<file path="src/rtl/detect_event_logger_if.sv">
// Handshake bundle between detect_event_logger and its detector/readout neighbours.
// drop_cnt is present only when DETECT_LOG_DROP_CNT_EN is defined.
interface detect_event_logger_if #(
  parameter int TS_W  = 16,
  parameter int CNT_W = 8
);
  logic             det;
  logic             out_valid;
  logic             out_ready;
  logic [TS_W-1:0]  out_ts;
  logic [CNT_W-1:0] total_cnt;
  logic             overflow;
`ifdef DETECT_LOG_DROP_CNT_EN
  logic [CNT_W-1:0] drop_cnt;
`endif

  modport master (
    input  det,
    input  out_ready,
    output out_valid,
    output out_ts,
    output total_cnt,
`ifdef DETECT_LOG_DROP_CNT_EN
    output drop_cnt,
`endif
    output overflow
  );

  modport slave (
    output det,
    output out_ready,
    input  out_valid,
    input  out_ts,
    input  total_cnt,
`ifdef DETECT_LOG_DROP_CNT_EN
    input  drop_cnt,
`endif
    input  overflow
  );
endinterface

</file>
<file path="src/rtl/detect_event_logger.sv">
// Timestamping FIFO logger for detector pulses with saturating counters and sticky overflow.
// Optional saturating drop counter compiled in with DETECT_LOG_DROP_CNT_EN.
module detect_event_logger #(
  parameter int TS_W  = 16,
  parameter int DEPTH = 4,
  parameter int CNT_W = 8
) (
  input logic                  clk,
  input logic                  resetn,
  detect_event_logger_if.master bus
);
  localparam int AW = $clog2(DEPTH);
  localparam logic [AW:0] FULL_CNT = (AW+1)'(DEPTH);

  typedef enum logic [1:0] {
    ST_EMPTY,
    ST_PARTIAL,
    ST_FULL
  } occState_t;

  occState_t        r_state;
  logic [TS_W-1:0]  r_ts;
  logic [TS_W-1:0]  r_mem [DEPTH];
  logic [AW-1:0]    r_wrPtr;
  logic [AW-1:0]    r_rdPtr;
  logic [AW:0]      r_count;
  logic             r_outValid;
  logic [TS_W-1:0]  r_outTs;
  logic [CNT_W-1:0] r_totalCnt;
  logic             r_overflow;
`ifdef DETECT_LOG_DROP_CNT_EN
  logic [CNT_W-1:0] r_dropCnt;
`endif

  logic             w_pop;
  logic             w_push;
  logic             w_drop;
  logic [AW-1:0]    w_nextRd;
  logic [AW:0]      w_nextCount;
  logic [TS_W-1:0]  w_nextHead;
  occState_t        w_nextState;

  // The head for the next cycle may be the entry being written on this very edge.
  always_comb begin
    w_pop       = r_outValid & bus.out_ready;
    w_push      = bus.det & ((r_state != ST_FULL) | w_pop);
    w_drop      = bus.det & ~w_push;
    w_nextRd    = w_pop ? r_rdPtr + AW'(1) : r_rdPtr;
    w_nextCount = r_count;
    if (w_push && !w_pop) begin
      w_nextCount = r_count + (AW+1)'(1);
    end else if (w_pop && !w_push) begin
      w_nextCount = r_count - (AW+1)'(1);
    end
    w_nextHead = r_mem[w_nextRd];
    if (w_push && (r_wrPtr == w_nextRd)) begin
      w_nextHead = r_ts;
    end
    if (w_nextCount == '0) begin
      w_nextState = ST_EMPTY;
    end else if (w_nextCount == FULL_CNT) begin
      w_nextState = ST_FULL;
    end else begin
      w_nextState = ST_PARTIAL;
    end
  end

  always_ff @(posedge clk) begin
    if (!resetn) begin
      r_state    <= ST_EMPTY;
      r_ts       <= '0;
      r_wrPtr    <= '0;
      r_rdPtr    <= '0;
      r_count    <= '0;
      r_outValid <= 1'b0;
      r_outTs    <= '0;
      r_totalCnt <= '0;
      r_overflow <= 1'b0;
`ifdef DETECT_LOG_DROP_CNT_EN
      r_dropCnt  <= '0;
`endif
    end else begin
      r_ts    <= r_ts + TS_W'(1);
      r_state <= w_nextState;
      r_count <= w_nextCount;
      r_rdPtr <= w_nextRd;
      if (w_push) begin
        r_mem[r_wrPtr] <= r_ts;
        r_wrPtr        <= r_wrPtr + AW'(1);
      end
      r_outValid <= (w_nextState != ST_EMPTY);
      if (w_nextState != ST_EMPTY) begin
        r_outTs <= w_nextHead;
      end
      if (bus.det && (r_totalCnt != '1)) begin
        r_totalCnt <= r_totalCnt + CNT_W'(1);
      end
      if (w_drop) begin
        r_overflow <= 1'b1;
      end
`ifdef DETECT_LOG_DROP_CNT_EN
      if (w_drop && (r_dropCnt != '1)) begin
        r_dropCnt <= r_dropCnt + CNT_W'(1);
      end
`endif
    end
  end

  assign bus.out_valid = r_outValid;
  assign bus.out_ts    = r_outTs;
  assign bus.total_cnt = r_totalCnt;
  assign bus.overflow  = r_overflow;
`ifdef DETECT_LOG_DROP_CNT_EN
  assign bus.drop_cnt  = r_dropCnt;
`endif
endmodule

</file>
<file path="src/flat_wrapper.sv">
// flat-port wrapper written by rule: the top's interface ports become plain ports
module detect_event_logger_flat 
#(
  parameter int TS_W  = 16,
  parameter int DEPTH = 4,
  parameter int CNT_W = 8
)
  (clk, resetn, bus_det, bus_out_ready, bus_out_valid, bus_out_ts, bus_total_cnt, bus_overflow);
  detect_event_logger_if #(.TS_W(TS_W), .CNT_W(CNT_W)) bus_i ();
  input logic clk;
  input logic resetn;
  input wire logic [$bits(bus_i.det)-1:0] bus_det;
  input wire logic [$bits(bus_i.out_ready)-1:0] bus_out_ready;
  output wire logic [$bits(bus_i.out_valid)-1:0] bus_out_valid;
  output wire logic [$bits(bus_i.out_ts)-1:0] bus_out_ts;
  output wire logic [$bits(bus_i.total_cnt)-1:0] bus_total_cnt;
  output wire logic [$bits(bus_i.overflow)-1:0] bus_overflow;
  assign bus_i.det = bus_det;
  assign bus_i.out_ready = bus_out_ready;
  assign bus_out_valid = bus_i.out_valid;
  assign bus_out_ts = bus_i.out_ts;
  assign bus_total_cnt = bus_i.total_cnt;
  assign bus_overflow = bus_i.overflow;
  detect_event_logger #(.TS_W(TS_W), .DEPTH(DEPTH), .CNT_W(CNT_W)) u_core (.clk(clk), .resetn(resetn), .bus(bus_i));
endmodule
</file>
<file path="config.mk">
export PLATFORM = sky130hd
export DESIGN_NAME = detect_event_logger_flat
export DESIGN_NICKNAME = d
export VERILOG_FILES = /design/src/rtl/detect_event_logger_if.sv /design/src/rtl/detect_event_logger.sv /design/src/flat_wrapper.sv
export SDC_FILE = /design/constraint.sdc
export NUM_CORES = 1
export LEC_CHECK = 0
export CAP_MARGIN = 0
export CORE_UTILIZATION = 59
export DETAILED_ROUTE_END_ITERATION = 6
export PLACE_DENSITY = 0.78
export SYNTH_ARGS = -nofsm -noshare
export SYNTH_HDL_FRONTEND = slang
export SYNTH_SLANG_ARGS = --single-unit
</file>
<file path="constraint.sdc">
create_clock -name clk -period 3.07 [get_ports clk]
set_clock_uncertainty 0.2 [all_clocks]
set_input_delay 0.307 -clock clk [delete_from_list [all_inputs] [get_ports clk]]
set_output_delay 0.307 -clock clk [all_outputs]
set_load 0.01 [all_outputs]
</file>
; Word-level counts from Yosys, hierarchy flattened
; Memory sizes are Yosys's and may differ from the RTL's. A register that Yosys moved wholly into a read port is not among the register bits.
; Cells that the tools add are included.
; W data, S select, Z words.
[op_classes]
n_addsub = 6
mul = 0
div_mod_pow = 0
order_cmp = 0
eq_ne = 3
shifts = 0
mux = 8
bitwise_logic = 5
n_reduce_logical = 8
[op_table]
columns = cell, count
row1 = $add A16 B1 Y16 const B, 1
row2 = $add A8 B1 Y8 const B, 1
row3 = $ne A8 B8 Y1 const B, 1
row4 = $mux W2, 3
row5 = $mux W3, 2
row6 = $add A2 B1 Y2 const B, 2
row7 = $add A3 B1 Y3 const B, 1
row8 = $and A1 B1 Y1, 3
row9 = $eq A3 B3 Y1 const B, 1
row10 = $logic_and A1 B1 Y1, 3
row11 = $logic_not A1 Y1, 3
row12 = $logic_not A3 Y1, 1
row13 = $mux W1, 3
row14 = $sub A3 B1 Y3 const B, 1
row15 = $ne A2 B2 Y1 const B, 1
row16 = $reduce_bool A2 Y1, 1
row17 = $not A1 Y1, 1
row18 = $or A1 B1 Y1, 1
[word_totals]
reg_bits = 35
latchBits = 0
mem_bits_rw = 64
mem_bits_ro = 0
n_memories = 1
[mem_list]
columns = memory, words, width, rd, rd_clocked_by_memory_dff, write_ports, line
row1 = u_core.r_mem, 4, 16, 1, 1, 1, detect_event_logger.sv:23  ; logic [TS_W-1:0] r_mem [DEPTH];

; Depth between registers and ports, before layout
; Gate-level depths: netlist of the first run.
[logic_depth]
ltp_word = 11
mapped_depth = 9

; Worst setup path before layout of the first run
; OpenSTA, ideal clock, no wires.
[synth_timing]
kind = register to register
from = register u_core.r_count[0]
to = register u_core.r_outTs[15], in the netlist u_core.bus.out_ts[15], read port of u_core.r_mem
setup_time_ns = 0.139
arrival_time_ns = 1.932
setup_slack_ns = 0.799
path_stages_with_launch = 10
n_path_buf = 2
cell_sequence = dfxtp_1 inv_1 ha_1 nor2_1 and4_1 o21ai_1 and3_1 buf_6 buf_8 a311oi_2
[synth_between]
elab_chain_cells = 7
[synth_rtl]
columns = element, line
row1 = "start, declared", detect_event_logger.sv:26  ; logic [AW:0] r_count;
row2 = "start signal, assigned", detect_event_logger.sv:85  ; r_count <= w_nextCount;
row3 = $sub A3 B1 Y3, detect_event_logger.sv:53  ; w_nextCount = r_count - (AW+1)'(1);
row4 = $mux W3, detect_event_logger.sv:52  ; end else if (w_pop && !w_push) begin
row5 = $mux W3 *, detect_event_logger.sv:50  ; if (w_push && !w_pop) begin
row6 = $eq A3 B3 Y1, detect_event_logger.sv:61  ; end else if (w_nextCount == FULL_CNT) begin
row7 = $mux W2, detect_event_logger.sv:61
row8 = $mux W2 *, detect_event_logger.sv:59  ; if (w_nextCount == '0) begin
row9 = $reduce_bool A2 Y1 *, detect_event_logger.sv:92  ; if (w_nextState != ST_EMPTY) begin
row10 = "end, declared", detect_event_logger.sv:28  ; logic [TS_W-1:0] r_outTs;
; Mark *: on every way between the ends. The rest lies on a longest branch, timed or not.
; A chain may end at the register's enable or synchronous reset.

; Worst setup path in the final report of the first run
[layout_timing]
from = register u_core.r_count[0]
to = register u_core.r_outTs[4], in the netlist u_core.bus.out_ts[4], read port of u_core.r_mem
; The elaborated chain is that of the path after synthesis.

==> metrics.md, run 1 <==
| Metric | Value |
|---|---|
| Post-synthesis adder-cell area fraction | 0.0200 |
| Reg2reg path depth | 7 |
| GPL Wtd Cong | approximately 0.77 |
| Worst setup SP type | register |
| Initial Utilization | 0.608 |
| Setup TNS | 0 ns |
| Detail Route Antenna Nets | 0 |
| DRC | 0 |
| Synth warn | 0 |
| CTS tree | yes |
| Crit share post-route | 0.888 |
| Die H | 94.0 um |
| Tmin final | ~2.7 ns |
| Largest family of logic cells by synthesized area | simple AND/OR/NAND/NOR gates |
| 1st-iter DRT viols | approximately 230 |
| Mux contribution to synthesized area | 0.0698 |
| CTS Buf Count | 17 |
| Slew Limit Fails | 0 |
| Most frequent cells in the layout | 64 x edfxtp_1, 51 x dfxtp_1, 42 x nand2_1 |
| Min-delay worst type | reg -> reg |
| Status | finished clean |
| Post-CTS sizing | 0 |
| Row cnt | 33 |
| I/O Buffers | 29 |
| Total I/O pin count | 30 |
| Share of cells above drive strength 1 | 0.159 |
| Mapped cell area | about 0.0050 sq mm |
| Net count, final | roughly 460 |
| Via Count | ~3.4k |
| Synth-to-layout area growth | 20.2% |
| Async set-reset flop share out of synthesis | 0 |
| Pwr Density | about 770 mW/mm^2 |
| Initial antenna violation count | 0 |
| Sink Count | ~120 |
| Netlist cell types | between 50 and 60 |
| Worst Setup Path Type | reg -> reg |
| Setup violators final | 0 |
| Crit-path max cell delay | 0.74 ns |
| # hold bufs at CTS | 0 |
| Register-to-Register Setup Slack | 0.34 ns |
| Vias per std cell | 6.10 |
| Core area | 0.00822 sq mm |
| Largest net degree at the start of global routing | 45 |
| Highest ir drop seen on vdd | roughly 0.00034 V |
| Routed len/inst | about 19 um |
| Post-Synthesis Cells | 409 |
| Simple logic cell fraction of the synthesized area | 0.127 |
| Hold Path Origin | u_core.bus.overflow |
| Crit-path max FO | 17 |
| Worst slew pin tran | between 1 and 1.5 ns |
| Hold Violations, Final | 0 |
| H-tree depth | 4 |
| DR pass1 iterations | 5 |
| Total power | roughly 4600 uW |
| Buf/Inv on CP | 1 |
| #FFs+latches synth | between 100 and 150 |
| Root Buffer | clkbuf_8 |
| Syn_area_per_cell | between 10 and 15 sq um |
| LEAKAGE | a little over 0.002 uW |
| Most common cell after layout, fill and taps aside | edfxtp_1 |
| Synth Area in Compound Gates | 0.111 |
| WL final | approximately 11,000 um |
| Setup bufs post-CTS | 0 |
| Achievable clock frequency | ~370 MHz |
| Clock Tree Buf Depth | 2 |
| Min-Delay Endpoint | u_core.bus.overflow |
| Gr ovfl total | 0 |
| Worst Path Arrival | between 2 and 3 ns |
| CP required | ~3.2 ns |
| Post-synthesis xor/xnor area fraction | 0.0526 |
| Vias in the first global route | roughly 3.3k |
| Post-synth EDFFs | 64 |
| CP Capture Type | register |
| Slowest CP cell | and3_1 |
| Post-synthesis sequential area ratio | 0.589 |
| Clk slew on worst S/H paths | 0.06 ns |
| Worst slew margin | 0.319 |
| CP top delay family | simple AND/OR/NAND/NOR gates |
| RSZ-0062 raised after global routing | no |
| First-pass GRT wire length | 16,700 um |
| Dpl hpwl | 6370 um |
| Max-cap violations | 0 |
| Die W | ~94 um |
| Main flop type after synthesis | edfxtp_1 |
| Hold path cells | 1 |
| Clk_lat worst skew | 0.52 ns |
| Reg2reg start | u_core.r_count[0] |
| Worst path cell trace | inv_1 -> ha_1 -> nor2_1 -> and4_1 -> o21ai_1 -> and3_1 -> a311oi_2 |
| Global router's overall resource usage | 0.262 |
| Full die area | around 0.0088 sq mm |
| R2r endpoint | u_core.bus.out_ts[4] |
| Inserted Diodes | 0 |
| Total nets after synthesis | 421 |
[worst max path at each step]
stage | from | end | slack, ns | depth (start not counted)
floorplan | u_core.r_count[0] | u_core.bus.out_ts[15] | 0.80 | 9
global placement | bus_out_ready | u_core.bus.out_ts[3] | 0.18 | 6
detailed placement | bus_out_ready | u_core.bus.out_ts[4] | 0.1 | 6
CTS | u_core.r_count[0] | u_core.bus.out_ts[4] | 0.37 | 7
global route | u_core.r_count[0] | u_core.bus.out_ts[12] | 0.17 | 7
finish | u_core.r_count[0] | u_core.bus.out_ts[4] | 0.34 | 7
[through the flow]
| stage | hold WS, ns | worst slack (ns) | cell area [sq um] | cells | util |
|---|---|---|---|---|---|
| CTS | 0.281 | 0.366 | 6010 | 564 | 0.731 |
| finish | 0.288 | 0.344 | 6010 | 564 | 0.731 |
| global placement | 0.250 | 0.180 | 5390 | 532 | 0.656 |
| detailed placement | 0.268 | 0.0966 | 5390 | 532 | 0.656 |
| global route | 0.291 | 0.167 | 6010 | 564 | 0.731 |
| floorplan | 0.217 | 0.799 | 5000 | 409 | - |
[logic make-up (layout without fill, tap and decap cells)]
| kind of cell | after synthesis | in the layout |
|---|---|---|
| AO/OA/AOI/OAI | 69 | 69 |
| XOR/XNOR | 26 | 26 |
| adder cells (fa/ha/maj) | 8 | 8 |
| buffers and inverters | 30 | 80 |
| flip-flops | 115 | 115 |
| multiplexers | 33 | 33 |
| AND/OR/NAND/NOR | 128 | 128 |
[registers in the layout (all words and copies together) (netlist names)]
register / cells
u_core.r_count: 3
u_core.bus.total_cnt: 8
u_core.bus.out_valid: 1
u_core.r_wrPtr: 2
u_core.r_state: 2
u_core.bus.overflow: 1
u_core.bus.out_ts: 16
u_core.r_mem: 64
u_core.r_rdPtr: 2
u_core.r_ts: 16
[cell usage after synthesis, types with 8 or more instances]
cell type | instances | area share
dfxtp_1 | 51 | 0.20
nand3_1 | 10 | 0.010
xor2_1 | 13 | 0.023
clkbuf_1 | 10 | 0.0075
edfxtp_1 | 64 | 0.38
a311oi_2 | 9 | 0.027
mux2_2 | 14 | 0.032
nand2_1 | 42 | 0.032
a31oi_1 | 16 | 0.020
ha_1 | 8 | 0.020
buf_2 | 9 | 0.0090
xnor2_1 | 10 | 0.018
and2_1 | 9 | 0.011
nor2_1 | 36 | 0.027
mux2i_1 | 18 | 0.036
o211ai_1 | 18 | 0.027
[power breakdown]
part / switching [uW] / internal (uW) / total, uW
Combinational: 408 / 359 / 767
Sequential: 84.4 / 1740 / 1820
Clock: 731 / 1300 / 2030
Total: 1220 / 3390 / 4610
[per-layer routing]
| metal | vias up | track usage | share of wire |
|---|---|---|---|
| li1 | 1597 | - | - |
| met1 | 1673 | 0.338 | 0.42 |
| met2 | 150 | 0.425 | 0.49 |
| met3 | 22 | 0.0631 | 0.072 |
| met4 | 0 | 0.106 | 0.019 |
| met5 | - | 0 | 0 |
[worst register-to-register path, cell delays in order, from the launching register on]
cell and delay [ns]:
dfxtp_1 0.45, inv_1 0.10, ha_1 0.42, nor2_1 0.06, and4_1 0.20, o21ai_1 0.16, and3_1 0.74, a311oi_2 0.22
[area by class of cell]
class	count	area (sq um)
sequential	115	2940
fill	514	2210
multi-input combinational	264	1910
clock buffer	19	443
timing repair buffer	42	388
clock inverter	13	169
tap	105	131
inverter	6	22.5
Note: power is estimated with default switching activity, not from simulation.
==> run 2, diff against run 1 <==
--- a/config.mk
+++ b/config.mk
@@ -6,9 +6,9 @@
 export NUM_CORES = 1
 export LEC_CHECK = 0
 export CAP_MARGIN = 0
-export CORE_UTILIZATION = 59
+export CORE_UTILIZATION = 52
 export DETAILED_ROUTE_END_ITERATION = 6
-export PLACE_DENSITY = 0.78
+export PLACE_DENSITY = 0.7
 export SYNTH_ARGS = -nofsm -noshare
 export SYNTH_HDL_FRONTEND = slang
 export SYNTH_SLANG_ARGS = --single-unit
==> run 2 against run 1 <==
Against the previous run:
- first-iteration DRC count down 36%
- core utilization down 8.2 points
- via count down 3.7%
- routed wire length down 3.2%
- combinational power down 2%
- critical path type unchanged
==> metrics.md, run 2 (synthesized netlist as in run 1, its figures left out) <==
| Metric | Value |
|---|---|
| DRC | 0 (unchanged) |
| Via Count | 3,315 (-3.7%) |
| I/O Buffers | 29 (unchanged) |
| CP required | 3.20 ns (about the same) |
| Pwr Density | 745 mW/mm^2 (-3.0%) |
| Vias per std cell | 5.62 (-7.9%) |
| Most frequent cells in the layout | 64 x edfxtp_1, 51 x dfxtp_1, 42 x nand2_1 |
| Clk_lat worst skew | 0.51 ns (about the same) |
| H-tree depth | 4 (unchanged) |
| Clock Tree Buf Depth | 2 (unchanged) |
| CP Capture Type | register |
| Net count, final | 460 (+0.44%) |
| 1st-iter DRT viols | 150 (-36%) |
| Most common cell after layout, fill and taps aside | edfxtp_1 |
| Worst slack, placed | 0.0951 ns (-0.00153 ns) |
| Row cnt | 35 (+6.1%) |
| Gr ovfl total | 0 (unchanged) |
| Worst Setup Path Type | reg -> reg |
| DR pass1 iterations | 4 (-1) |
| Min Hold Slack | 0.275 ns (-0.0133 ns) |
| Min-delay worst type | reg -> reg |
| Full die area | 0.0100 sq mm (+13%) |
| Vias in the first global route | 3,348 (+3.0%) |
| GPL Wtd Cong | 0.772 (+0.86%) |
| Hold Path Origin | u_core.bus.overflow |
| Status | finished clean |
| Routed len/inst | 17.6 um (-7.4%) |
| Global router's overall resource usage | 0.227 (-0.0353) |
| Die W | 100 um (+6.4%) |
| CTS tree | yes |
| Register-to-Register Setup Slack | 0.30 ns (-0.04 ns) |
| CTS Buf Count | 17 (unchanged) |
| R2r endpoint | u_core.bus.out_ts[10] |
| First-pass GRT wire length | 16,700 um (about the same) |
| Tmin final | 2.77 ns (+0.0394 ns) |
| Dpl hpwl | 6300 um (-1.0%) |
| Root Buffer | clkbuf_8 |
| Setup bufs post-CTS | 0 (unchanged) |
| Initial antenna violation count | 0 (unchanged) |
| Detail Route Antenna Nets | 0 (unchanged) |
| RSZ-0062 raised after global routing | no |
| Share of cells above drive strength 1 | 0.167 (+0.00799) |
| WL final | 10,400 um (-3.2%) |
| Sink Count | 115 (unchanged) |
| Worst slew margin | 0.262 (-0.0568) |
| Max-cap violations | 0 (unchanged) |
| Hold path cells | 1 (unchanged) |
| Biggest register | u_core.r_mem |
| Inserted Diodes | 0 (unchanged) |
| Crit share post-route | 0.901 (+0.0128) |
| Post-CTS sizing | 0 (unchanged) |
| Highest ir drop seen on vdd | 0.000352 V (+3.5%) |
| Crit-path max FO | 17 (unchanged) |
| Min-Delay Endpoint | u_core.bus.overflow |
| Worst setup SP type | register |
| Setup violators final | 0 (unchanged) |
| Final setup margin | 0.305 ns (-0.0394 ns) |
| Reg2reg path depth | 7 (unchanged) |
| Final instance area | 0.00603 sq mm (+0.35%) |
| Worst slew pin tran | 1.10 ns (+0.0847 ns) |
| Worst Path Arrival | 2.90 ns (+0.03 ns) |
| Hold Violations, Final | 0 (unchanged) |
| Setup TNS | 0 ns (unchanged) |
| Placed Area | 0.00544 sq mm (+0.84%) |
| # hold bufs at CTS | 0 (unchanged) |
| Clk slew on worst S/H paths | 0.06 ns (about the same) |
| Total I/O pin count | 30 (unchanged) |
| Achievable clock frequency | 362 MHz (-1.4%) |
| Core area | 0.00928 sq mm (+13%) |
| Largest net degree at the start of global routing | 45 (unchanged) |
| Slew Limit Fails | 0 (unchanged) |
| Initial Utilization | 0.538 (-0.0699) |
| Die H | 100 um (+6.4%) |
| Synth-to-layout area growth | 20.6% |
| LEAKAGE | 0.00207 uW (about the same) |
| Max reg flops | 64 (unchanged) |
| Reg2reg start | u_core.r_count[0] |
run 2: cell types whose count changed in the layout (fill, tap and decap cells not counted), sizes merged:
cell | before | now
buf | 13 | 15
bufinv | 3 | 2
clkinv | 3 | 6
clkbuf | 19 | 17
run 2: per-stage QoR:
stage | power (uW) | utilization | cells
after floorplan | 2350 | - | 409
after global placement | 2590 | 0.586 | 558
after detailed placement | 2610 | 0.586 | 558
after CTS | 4530 | 0.649 | 590
after global routing | 4690 | 0.649 | 590
final | 4490 | 0.649 | 590
run 2: worst max-delay path: stages (launching register included):
cell and delay, ns:
dfxtp_1 0.43, inv_1 0.09, ha_1 0.42, nor2_1 0.06
and4_1 0.20, o21ai_1 0.18, and3_1 0.81, a311oi_2 0.20
run 2: power by group:
part | leakage [uW] | internal [uW] | switching (uW)
clock network | 0.000287 | 1180 | 744
logic | 0.000769 | 362 | 393
registers | 0.00102 | 1740 | 80.9
run 2: final cells by class:
cell class / instances / area (sq um)
Clock inverter: 15 / 174
Timing Repair Buffer: 44 / 403
Clock buffer: 17 / 414
Multi-Input combinational cell: 264 / 1910
Sequential cell: 115 / 2940
Inverter: 6 / 22.5
Tap cell: 129 / 161
Fill cell: 716 / 3260
run 2: how the worst max path moves through the flow:
stage	slack (ns)	startpoint	endpoint
4_1_cts	0.31	u_core.r_count[0]	u_core.bus.out_ts[10]
5_1_grt	0.09	u_core.r_count[0]	u_core.bus.out_ts[1]
6_report	0.30	u_core.r_count[0]	u_core.bus.out_ts[10]
3_5_place_dp	0.1	bus_out_ready	u_core.bus.out_ts[15]
2_1_floorplan	0.80	u_core.r_count[0]	u_core.bus.out_ts[15]
3_3_place_gp	0.18	bus_out_ready	u_core.bus.out_ts[9]
run 2: per-layer routing:
layer	GRT usage	part of all wire	vias up
li1	-	-	1602
met1	0.275	0.43	1629
met2	0.395	0.51	72
met3	0.0613	0.048	12
met4	0.0747	0.012	0
met5	0	0	-
==> run 3, diff against run 2 <==
--- a/config.mk
+++ b/config.mk
@@ -8,7 +8,7 @@
 export CAP_MARGIN = 0
 export CORE_UTILIZATION = 52
 export DETAILED_ROUTE_END_ITERATION = 6
-export PLACE_DENSITY = 0.7
+export PLACE_DENSITY = 0.83
 export SYNTH_ARGS = -nofsm -noshare
 export SYNTH_HDL_FRONTEND = slang
 export SYNTH_SLANG_ARGS = --single-unit
==> run 3 against run 2 <==
Against the previous run:
- combinational power about the same
- count of clock-buffer cells in the layout increased by 3
- worst setup slack improved by 0.074 ns
- routed wire length decreased by 2.1%
- critical path depth unchanged
- first-iteration DRC count increased by 28%
- via count increased by 1.4%
- cell area decreased by 0.56%
- die area unchanged
- global-route usage decreased by 1.0 points
- sequential power about the same
- core utilization decreased by 0.36 points
==> metrics.md, run 3 (synthesized netlist as in run 1, its figures left out) <==
| Metric | Value |
|---|---|
| GPL Wtd Cong | 0.786 (+1.7%) |
| R2r endpoint | u_core.bus.out_ts[12] |
| Share of cells above drive strength 1 | 0.163 (-0.00363) |
| DR pass1 iterations | 4 (unchanged) |
| RSZ-0062 raised after global routing | no |
| CP required | 3.20 ns (about the same) |
| Final Util | 0.646 (-0.00364) |
| Via Count | 3,362 (+1.4%) |
| Initial antenna violation count | 0 (unchanged) |
| Clk slew on worst S/H paths | 0.06 ns (about the same) |
| Max reg flops | 64 (unchanged) |
| 1st-iter DRT viols | 192 (+28%) |
| CTS Buf Count | 17 (unchanged) |
| Worst setup SP type | register |
| CP endpoint | u_core.bus.out_ts[12] |
| Total power | 4390 uW (-2.2%) |
| Die H | 100 um (unchanged) |
| LEAKAGE | 0.00206 uW (-0.67%) |
| Slew Limit Fails | 0 (unchanged) |
| Crit-path max FO | 17 (unchanged) |
| Reg2reg path depth | 7 (unchanged) |
| Min-delay worst type | reg -> reg |
| Max-cap violations | 0 (unchanged) |
| Detail Route Antenna Nets | 0 (unchanged) |
| Min Hold Slack | 0.287 ns (+0.0120 ns) |
| Global router's overall resource usage | 0.217 (-0.0105) |
| Clock Tree Buf Depth | 2 (unchanged) |
| Final instance area | 0.00599 sq mm (-0.56%) |
| Highest ir drop seen on vdd | 0.000377 V (+7.1%) |
| Status | finished clean |
| Post-CTS sizing | 0 (unchanged) |
| Sink Count | 115 (unchanged) |
| Worst setup path startpoint | u_core.r_count[0] |
| Clock power share | 0.415 (-0.013) |
| Row cnt | 35 (unchanged) |
| Root Buffer | clkbuf_8 |
| Setup violators final | 0 (unchanged) |
| Biggest register | u_core.r_mem |
| Setup bufs post-CTS | 0 (unchanged) |
| Most frequent cells in the layout | 64 x edfxtp_1, 51 x dfxtp_1, 42 x nand2_1 |
| CTS tree | yes |
| Most common cell after layout, fill and taps aside | edfxtp_1 |
| WL final | 10,200 um (-2.1%) |
| Reg2reg start | u_core.r_count[0] |
| Worst Setup Path Type | reg -> reg |
| Vias per std cell | 5.72 (+1.8%) |
| DRC | 0 (unchanged) |
| Internal | 3210 uW (-1.9%) |
| Full die area | 0.0100 sq mm (unchanged) |
| Achievable clock frequency | 372 MHz (+2.8%) |
| I/O Buffers | 29 (unchanged) |
| Worst Path Arrival | 2.82 ns (-0.08 ns) |
| Seq pwr share | 0.413 (+0.009) |
| Setup TNS | 0 ns (unchanged) |
| Gr ovfl total | 0 (unchanged) |
| Largest net degree at the start of global routing | 45 (unchanged) |
| Die W | 100 um (unchanged) |
| H-tree depth | 4 (unchanged) |
| NetSw | 1180 uW (-3.0%) |
| Register-to-Register Setup Slack | 0.38 ns (+0.07 ns) |
| First-pass GRT wire length | 16,300 um (-2.3%) |
| Register Area | 0.00294 sq mm (unchanged) |
| Core area | 0.00928 sq mm (unchanged) |
| Hold Violations, Final | 0 (unchanged) |
| Net Sw Frac | 0.269 (-0.00212) |
| # hold bufs at CTS | 0 (unchanged) |
| Area of the multi-input gates | 0.00191 sq mm (unchanged) |
| Dpl hpwl | 6370 um (+1.2%) |
| Net count, final | 458 (-0.43%) |
| Gate power share | 0.171 (+0.003) |
| Worst slew pin tran | 1.04 ns (-0.0597 ns) |
| Clk_lat worst skew | 0.52 ns (about the same) |
| Synth-to-layout area growth | 19.9% |
| CP Capture Type | register |
| Tmin final | 2.69 ns (-0.0743 ns) |
| Total I/O pin count | 30 (unchanged) |
| Worst slew margin | 0.302 (+0.0400) |
| Pwr Density | 733 mW/mm^2 (-1.7%) |
| Vias in the first global route | 3,250 (-2.9%) |
| Crit share post-route | 0.877 (-0.0242) |
| Routed len/inst | 17.3 um (-1.8%) |
| Fillcell total | 640 (-11%) |
| Inserted Diodes | 0 (unchanged) |
| Initial Utilization | 0.538 (unchanged) |
| Placed Area | 0.00542 sq mm (-0.28%) |
==> run 3: changes by cell type in the layout (fill, tap and decap cells not counted), sizes merged <==
| cell | before | now |
|---|---|---|
| clkbuf | 17 | 20 |
| buf | 15 | 13 |
| bufinv | 2 | 0 |
| clkinv | 6 | 5 |
==> run 3: layout make-up <==
cell class                 instances  share of cell area
sequential                       115               0.491
multi-input combinational        264               0.319
clock buffer                      20              0.0797
timing repair buffer              42              0.0647
tap                              129              0.0269
clock inverter                    12              0.0152
inverter                           6             0.00376
==> run 3: through the flow <==
step / setup WS (ns) / cells
2_1_floorplan: 0.799 / 409
3_3_place_gp: 0.257 / 556
3_5_place_dp: 0.126 / 556
4_1_cts: 0.399 / 588
5_1_grt: 0.200 / 588
6_report: 0.379 / 588
==> run 3: how the worst min path moves through the flow <==
stage / from / end / slack, ns / depth (start not counted)
6_report: u_core.bus.overflow / u_core.bus.overflow / 0.29 / 1
4_1_cts: u_core.bus.overflow / u_core.bus.overflow / 0.28 / 1
2_1_floorplan: resetn / u_core.r_state[0] / 0.22 / 1
3_3_place_gp: u_core.bus.overflow / u_core.bus.overflow / 0.25 / 1
3_5_place_dp: u_core.bus.overflow / u_core.bus.overflow / 0.27 / 1
5_1_grt: u_core.bus.overflow / u_core.bus.overflow / 0.29 / 1
==> run 3: worst max-delay path: stages (launching register included) <==
cell	delay (ns)
dfxtp_1	0.43
inv_1	0.11
ha_1	0.44
nor2_1	0.06
and4_1	0.19
o21ai_1	0.16
and3_1	0.71
a311oi_1	0.21
==> run 3: power by group through the flow <==
stage / Clock, uW / Combinational, uW / Sequential [uW]
after floorplan: 0 / 495 / 1860
after global placement: 0 / 720 / 1840
after detailed placement: 0 / 742 / 1850
after CTS: 1850 / 751 / 1820
after global routing: 1910 / 816 / 1830
final: 1820 / 753 / 1820
==> run 3: per-layer routing <==
layer | track usage | vias to the layer above | wire length (um)
li1 | - | 1599 | -
met1 | 0.283 | 1631 | 4360
met2 | 0.347 | 116 | 5020
met3 | 0.0446 | 16 | 597
met4 | 0.103 | 0 | 178
met5 | 0 | - | 0
